`config.mk`:
```
export PLATFORM = sky130hd
export DESIGN_NAME = pipe_ctrl
export DESIGN_NICKNAME = d
export VERILOG_FILES = /design/src/rtl/pipe_ctrl_pkg.sv /design/src/rtl/pipe_ctrl_hazard.sv /design/src/rtl/pipe_ctrl.sv
export SDC_FILE = /design/constraint.sdc
export NUM_CORES = 1
export LEC_CHECK = 0
export ABC_AREA = 0
export CAP_MARGIN = 20
export CORE_MARGIN = 2
export CORE_UTILIZATION = 30
export CTS_CLUSTER_SIZE = 28
export DETAILED_ROUTE_END_ITERATION = 10
export PLACE_DENSITY = 0.77
export SLEW_MARGIN = 20
export SYNTH_ARGS = -nofsm -noshare
export SYNTH_HDL_FRONTEND = slang
export SYNTH_SLANG_ARGS = --single-unit
```
`constraint.sdc`:
```
create_clock -name Clk -period 2.45 [get_ports Clk]
set_input_delay 0.3675 -clock Clk [delete_from_list [all_inputs] [get_ports Clk]]
set_output_delay 0.3675 -clock Clk [all_outputs]
set_load 0.01 [all_outputs]
```
`src/rtl/pipe_ctrl_pkg.sv`:
```
// Shared widths, mul/div sequencer state encoding and operand-match helper
// for the five-stage pipeline hazard controller.
package pipe_ctrl_pkg;

    localparam int ADDR_BUS_W = 64;
    localparam int REG_ADDR_W = 5;

    typedef enum logic [1:0] {
        MD_IDLE  = 2'd0,
        MD_START = 2'd1,
        MD_BUSY  = 2'd2
    } mdState_e;

    // An Id source operand depends on rd only when it is actually read.
    function automatic logic regMatch(
        input logic                  readEn,
        input logic [REG_ADDR_W-1:0] rs,
        input logic [REG_ADDR_W-1:0] rd
    );
        return readEn & (rs == rd);
    endfunction

endpackage

```
`src/rtl/pipe_ctrl_hazard.sv`:
```
// Load-use detector: the Id instruction needs a register that the load
// currently in Ex has not yet fetched from memory.
module pipe_ctrl_hazard
    import pipe_ctrl_pkg::*;
(
    input  logic                  LoadInEx,
    input  logic                  RdWriteEnableEx,
    input  logic [REG_ADDR_W-1:0] RdAddrEx,
    input  logic [REG_ADDR_W-1:0] Rs1AddrId,
    input  logic [REG_ADDR_W-1:0] Rs2AddrId,
    input  logic                  Rs1ReadEnableId,
    input  logic                  Rs2ReadEnableId,
    output logic                  LoadUse
);

    // x0 is hard-wired to zero, so a load targeting it never creates a hazard.
    always_comb begin
        LoadUse = 1'b0;
        if (LoadInEx && RdWriteEnableEx && (RdAddrEx != {REG_ADDR_W{1'b0}})) begin
            LoadUse = regMatch(Rs1ReadEnableId, Rs1AddrId, RdAddrEx)
                    | regMatch(Rs2ReadEnableId, Rs2AddrId, RdAddrEx);
        end else begin
            LoadUse = 1'b0;
        end
    end

endmodule

```
`src/rtl/pipe_ctrl.sv`:
```
// Pipeline hazard/sequencing controller: arbitrates memory wait, mul/div,
// jump and load-use requests into per-stage hold/flush controls.
module pipe_ctrl
    import pipe_ctrl_pkg::*;
#(
    parameter int ADDR_W     = ADDR_BUS_W,
    parameter int MD_TIMEOUT = 64,
    parameter int CNT_W      = 32
) (
    input  logic                  Clk,
    input  logic                  Rst,
    input  logic                  JumpFlagFromEx,
    input  logic [ADDR_W-1:0]     JumpAddrFromEx,
    input  logic                  LoadInEx,
    input  logic [REG_ADDR_W-1:0] RdAddrEx,
    input  logic                  RdWriteEnableEx,
    input  logic [REG_ADDR_W-1:0] Rs1AddrId,
    input  logic [REG_ADDR_W-1:0] Rs2AddrId,
    input  logic                  Rs1ReadEnableId,
    input  logic                  Rs2ReadEnableId,
    input  logic                  MdReqEx,
    input  logic                  MdDoneIn,
    input  logic                  MemReqIn,
    input  logic                  MemReadyIn,
    output logic                  MdStartOut,
    output logic                  StallPc,
    output logic                  StallIf2Id,
    output logic                  StallId2Ex,
    output logic                  StallEx2Mem,
    output logic                  FlushIf2Id,
    output logic                  BubbleId2Ex,
    output logic                  BubbleEx2Mem,
    output logic                  BubbleMem2Wb,
    output logic                  JumpFlagToPc,
    output logic [ADDR_W-1:0]     JumpAddrToPc,
    output logic                  MdTimeout,
    output logic [CNT_W-1:0]      StallCycles
);

    localparam int MD_CNT_W = $clog2(MD_TIMEOUT + 1);
    localparam logic [MD_CNT_W-1:0] MD_LIMIT   = MD_CNT_W'(MD_TIMEOUT);
    localparam logic [MD_CNT_W-1:0] MD_CNT_ONE = MD_CNT_W'(1'b1);
    localparam logic [MD_CNT_W-1:0] MD_CNT_ZERO = {MD_CNT_W{1'b0}};
    localparam logic [CNT_W-1:0]    STALL_ONE  = CNT_W'(1'b1);

    mdState_e              state_r;
    mdState_e              nextState_s;
    logic [MD_CNT_W-1:0]   mdCnt_r;
    logic [MD_CNT_W-1:0]   mdCntNext_s;
    logic [MD_CNT_W-1:0]   mdCntInc_s;
    logic                  timeoutHit_s;
    logic                  mdTimeout_r;
    logic [CNT_W-1:0]      stallCycles_r;
    logic                  memWait_s;
    logic                  mdHold_s;
    logic                  loadUse_s;

    pipe_ctrl_hazard u_hazard (
        .LoadInEx        (LoadInEx),
        .RdWriteEnableEx (RdWriteEnableEx),
        .RdAddrEx        (RdAddrEx),
        .Rs1AddrId       (Rs1AddrId),
        .Rs2AddrId       (Rs2AddrId),
        .Rs1ReadEnableId (Rs1ReadEnableId),
        .Rs2ReadEnableId (Rs2ReadEnableId),
        .LoadUse         (loadUse_s)
    );

    assign memWait_s  = MemReqIn & ~MemReadyIn;
    // The done cycle releases the pipeline so the mul/div result advances out of Ex.
    assign mdHold_s   = ((state_r != MD_IDLE) | MdReqEx) & ~((state_r == MD_BUSY) & MdDoneIn);
    assign mdCntInc_s = mdCnt_r + MD_CNT_ONE;

    // Mul/div sequencer next state. A memory wait only blocks a new launch;
    // an operation already issued keeps running so its done pulse is not lost.
    always_comb begin
        nextState_s  = state_r;
        mdCntNext_s  = mdCnt_r;
        timeoutHit_s = 1'b0;
        case (state_r)
            MD_IDLE: begin
                mdCntNext_s = MD_CNT_ZERO;
                if (MdReqEx && !memWait_s) begin
                    nextState_s = MD_START;
                end else begin
                    nextState_s = MD_IDLE;
                end
            end
            MD_START: begin
                nextState_s = MD_BUSY;
                mdCntNext_s = MD_CNT_ZERO;
            end
            MD_BUSY: begin
                if (MdDoneIn) begin
                    nextState_s = MD_IDLE;
                    mdCntNext_s = MD_CNT_ZERO;
                end else if (mdCntInc_s == MD_LIMIT) begin
                    timeoutHit_s = 1'b1;
                    nextState_s  = MD_IDLE;
                    mdCntNext_s  = MD_CNT_ZERO;
                end else begin
                    mdCntNext_s = mdCntInc_s;
                end
            end
            default: begin
                nextState_s = MD_IDLE;
                mdCntNext_s = MD_CNT_ZERO;
            end
        endcase
    end

    // Priority mux: memory wait, then mul/div hold, then jump, then load-use.
    always_comb begin
        MdStartOut   = (state_r == MD_START);
        StallPc      = 1'b0;
        StallIf2Id   = 1'b0;
        StallId2Ex   = 1'b0;
        StallEx2Mem  = 1'b0;
        FlushIf2Id   = 1'b0;
        BubbleId2Ex  = 1'b0;
        BubbleEx2Mem = 1'b0;
        BubbleMem2Wb = 1'b0;
        JumpFlagToPc = 1'b0;
        JumpAddrToPc = {ADDR_W{1'b0}};
        if (memWait_s) begin
            StallPc      = 1'b1;
            StallIf2Id   = 1'b1;
            StallId2Ex   = 1'b1;
            StallEx2Mem  = 1'b1;
            BubbleMem2Wb = 1'b1;
        end else if (mdHold_s) begin
            StallPc      = 1'b1;
            StallIf2Id   = 1'b1;
            StallId2Ex   = 1'b1;
            BubbleEx2Mem = 1'b1;
        end else if (JumpFlagFromEx) begin
            JumpFlagToPc = 1'b1;
            JumpAddrToPc = JumpAddrFromEx;
            FlushIf2Id   = 1'b1;
            BubbleId2Ex  = 1'b1;
        end else begin
            StallPc     = loadUse_s;
            StallIf2Id  = loadUse_s;
            BubbleId2Ex = loadUse_s;
        end
    end

    // Sequencer state and busy-cycle counter.
    always_ff @(posedge Clk) begin
        if (Rst) begin
            state_r <= MD_IDLE;
            mdCnt_r <= MD_CNT_ZERO;
        end else begin
            state_r <= nextState_s;
            mdCnt_r <= mdCntNext_s;
        end
    end

    // Sticky timeout flag, cleared only by reset.
    always_ff @(posedge Clk) begin
        if (Rst) begin
            mdTimeout_r <= 1'b0;
        end else begin
            mdTimeout_r <= mdTimeout_r | timeoutHit_s;
        end
    end

    // Free-running count of Pc-stall cycles, wrapping at full width.
    always_ff @(posedge Clk) begin
        if (Rst) begin
            stallCycles_r <= {CNT_W{1'b0}};
        end else if (StallPc) begin
            stallCycles_r <= stallCycles_r + STALL_ONE;
        end else begin
            stallCycles_r <= stallCycles_r;
        end
    end

    assign MdTimeout   = mdTimeout_r;
    assign StallCycles = stallCycles_r;

endmodule

```
==> impl_metrics.csv <==
group,metric,value,unit
run_status,status,"completed",
pwr,p_leak,2.33,nW
critical_path,worstSetupEndpointType,"primary output",
global_routing,overflow,0,
sta,rsz0062_at_grt,"false",
critical_path,startpoint,"RdAddrEx[4]",
clock_tree,htree_levels,2,
place,place_ws,-0.313,ns
hold_path,hold_start,"MdTimeout",
pwr,irDropWorstVdd,0.248,mV
hold_path,hold_end,"MdTimeout",
routing,drt_iter0_drc,144,
routing,met2_length,5.06,mm
clock_tree,hold_buffers,0,
sta,worstMarginPinSlew,0.405,ns
floorplanning,die_h,100,um
routing,wl_met1,4.93,mm
hold_path,hp-class,"register to register",
global_routing,grt_pass1_wl,16.6,mm
clock_tree,cts_inserted_buffers,5,
global_routing,track_usage,0.206,
logic_synthesis,synth_edf_count,0,
logic_synthesis,synth-seq-cells,42,
clock_tree,cts_tree,"yes",
logic_synthesis,synth_top_cell_area_share,0.303,
critical_path,startpoint_type,"input pin",
critical_path,critPathArrivalTime,2.03,ns
layout,diodes,0,
place,postPlaceCellArea,4900,um2
logic_synthesis,yosysWarnings,0,
layout,final_cell_area,5030,um2
layout,final_core_util,0.552,
logic_synthesis,yosysSeqAreaShare,0.303,
sta,report.final.hold_viol_count,0,
sta,fin_crit_sh,0.979,
critical_path,required,2.08,ns
layout,area_delta_synth_final,80.9,%
clock_tree,clock_path_buffers,2,
floorplanning,start_util,0.305,
layout,layout.nets,646,
routing,drtAntennaViolNets,0,
place,dp_hpwl,8.56,mm
layout,fin_cells,665,
global_routing,antenna_found_initial,0,
logic_synthesis,synth_top_family_by_area,"simple AND/OR/NAND/NOR gates",
critical_path,reg2reg_setup_slack,0.30,ns
sta,fin_skew,0.00901,ns
routing,drt_wl_total,11.1,mm
logic_synthesis,synth-compound-area-share,0.154,
routing,dr.max_layer_used,"met4",
routing,wl_per_cell,16.7,um
logic_synthesis,synth_area,2780,um2
logic_synthesis,async_flop_share,0,
critical_path,worstReg2RegEnd,"StallCycles[31]",
global_routing,grt_pass1_vias,3220,
logic_synthesis,synth_most_common_cell,"and3_1",
logic_synthesis,yosys.area.top_type,"dfxtp_1",
critical_path,path_delay_family,"buffers and inverters",
logic_synthesis,ys_top_cells_by_area,"dfxtp_1, and3_1, a21oi_1",
critical_path,cpMaxStageDelayCell,"clkdlybuf4s50_1",
routing,num_vias,3412,
floorplanning,die_x,100,um
floorplanning,io_pins,197,
routing,vias_per_cell,5.13,
floorplanning,dieArea,10000,um2
critical_path,path_max_fanout,3,
critical_path,rr_worst_depth,5,
critical_path,critPathKind,"input pin to primary output",
routing,drc_errors,0,
clock_tree,clk_latency,0.29,ns
logic_synthesis,synthXorXnorAreaFrac,0.0505,
logic_synthesis,synthAdderAreaFrac,0.0135,
critical_path,r2r-start,"StallCycles[6]",
floorplanning,num_rows,35,
critical_path,crit_buf_inv,4,
run,cap_viol_max_count,0,
sta,worst_slack,0.0508,ns
sta,setup-violations-final,0,
hold_path,hold_depth,2,
place,gp_congestion,0.777,
layout,drive_gt1_frac,0.0848,
clock_tree,path_clk_slew,0.08,ns
logic_synthesis,ys_types,42,
sta,relSlewSlack,0.730,
clock_tree,cts-root-buf,"clkbuf_8",
logic_synthesis,syn_avg_cell_area,7.74,um2
pwr,powerDensity,335,nW/um2
logic_synthesis,synth_flop_cell,"dfxtp_1",
sta,max_freq,417,MHz
clock_tree,cts_sinks,42,
routing,wl_met3,1.12,mm
logic_synthesis,synth_commonest_cells,"and3_1, dfxtp_1, a21oi_1",
critical_path,slowest_delay,0.48,ns
floorplanning,coreArea,9110,um2
sta,maxSlewViolCount,0,
routing,dr.pass1.iters,4,
logic_synthesis,synthSimpleGateAreaFrac,0.396,
logic_synthesis,muxShareOfSynthArea,0.00901,
global_routing,grt_max_degree,47,
place,io_buffers,196,
logic_synthesis,synth_nets,452,
place,dp_cells,653,
logic_synthesis,netlist_instances,359,
critical_path,crit_chain,"clkdlybuf4s50_1 -> or4_4 -> o211ai_2 -> buf_4 -> nor2_2 -> a21oi_4 -> inv_2 -> buf_2",
sta,fin_crit,2.40,ns
==> per-layer routing <==
layer,vias up,global-route usage
met3,3,0.0933
met2,117,0.310
met5,-,0
met4,0,0.0200
met1,1582,0.282
li1,1710,-
==> kinds of logic after synthesis <==
group	after synthesis
flip-flops	42
buffers and inverters	40
XOR/XNOR	16
multiplexers	2
AND/OR/NAND/NOR	187
adder cells (fa/ha/maj)	3
AO/OA/AOI/OAI	69
==> worst min-delay path, cell delays in order (launching register included) <==
cell	delay [ns]
dfxtp_1	0.34
a21oi_1	0.05
nor2_1	0.08
==> timing repair <==
action,4_1_cts,5_1_grt
gates resized for setup,71,25
setup buffers,2,2
pin swaps,4,14
setup endpoints to repair,71,41
==> layout make-up <==
type	count	area, um2
Multi-Input combinational cell	277	1770
Inverter	8	30.0
Fill cell	845	4080
Timing Repair Buffer	219	2160
Sequential cell	42	841
Tap cell	111	139
Clock buffer	7	86.3
Clock inverter	1	5.00
==> metrics by stage <==
stage | total power [mW] | hold slack [ns] | setup TNS (ns)
3_5_place_dp | 1.24 | 0.477 | -14.99
6_report | 1.68 | 0.495 | 0
2_1_floorplan | 0.911 | 0.456 | 0
4_1_cts | 1.68 | 0.502 | -0.0950
3_3_place_gp | 1.24 | 0.456 | -11.63
5_1_grt | 1.76 | 0.519 | 0
==> state kept, by name, summed over array words and instances (netlist names) <==
signal and cells:
StallCycles 32, MdTimeout 1, mdCnt_r 7, state_r 2
==> power by group <==
| part | switching, mW | total [mW] | internal, mW | leakage (nW) |
|---|---|---|---|---|
| combinational | 0.216 | 0.516 | 0.300 | 1.94 |
| clock | 0.238 | 0.466 | 0.228 | 0.0482 |
| sequential | 0.0105 | 0.701 | 0.691 | 0.339 |
| total | 0.464 | 1.68 | 1.22 | 2.33 |
==> worst max-delay path by stage <==
stage / endpoint / slack, ns / cells after the start
final: StallPc / 0.05 / 8
after CTS: StallIf2Id / -0.09 / 8
after detailed placement: StallIf2Id / -0.31 / 7
after global placement: StallIf2Id / -0.31 / 7
after floorplan: StallPc / 0.24 / 8
after global routing: JumpAddrToPc[61] / 0.0009 / 8
==> layout by cell type, fill, tap and decap left out, types with 3 or more instances in the layout <==
cell type,count
clkdlybuf4s50_1,123
and3_1,66
dlygate4sd2_1,57
dfxtp_1,42
a21oi_1,29
nand2_1,19
nor2_1,17
or3_1,17
nand3_1,16
buf_4,16
o31ai_1,14
o21ai_1,13
xnor2_1,12
or4_1,12
dlymetal6s2s_1,11
nand4_1,10
inv_1,7
nor3_1,6
clkbuf_8,6
buf_12,6
nor2b_1,4
or4_4,3
and2_1,3
nor4_1,3
xor2_1,3
ha_1,3
clkdlybuf4s15_1,3
Power figures use the tool's default switching activity.
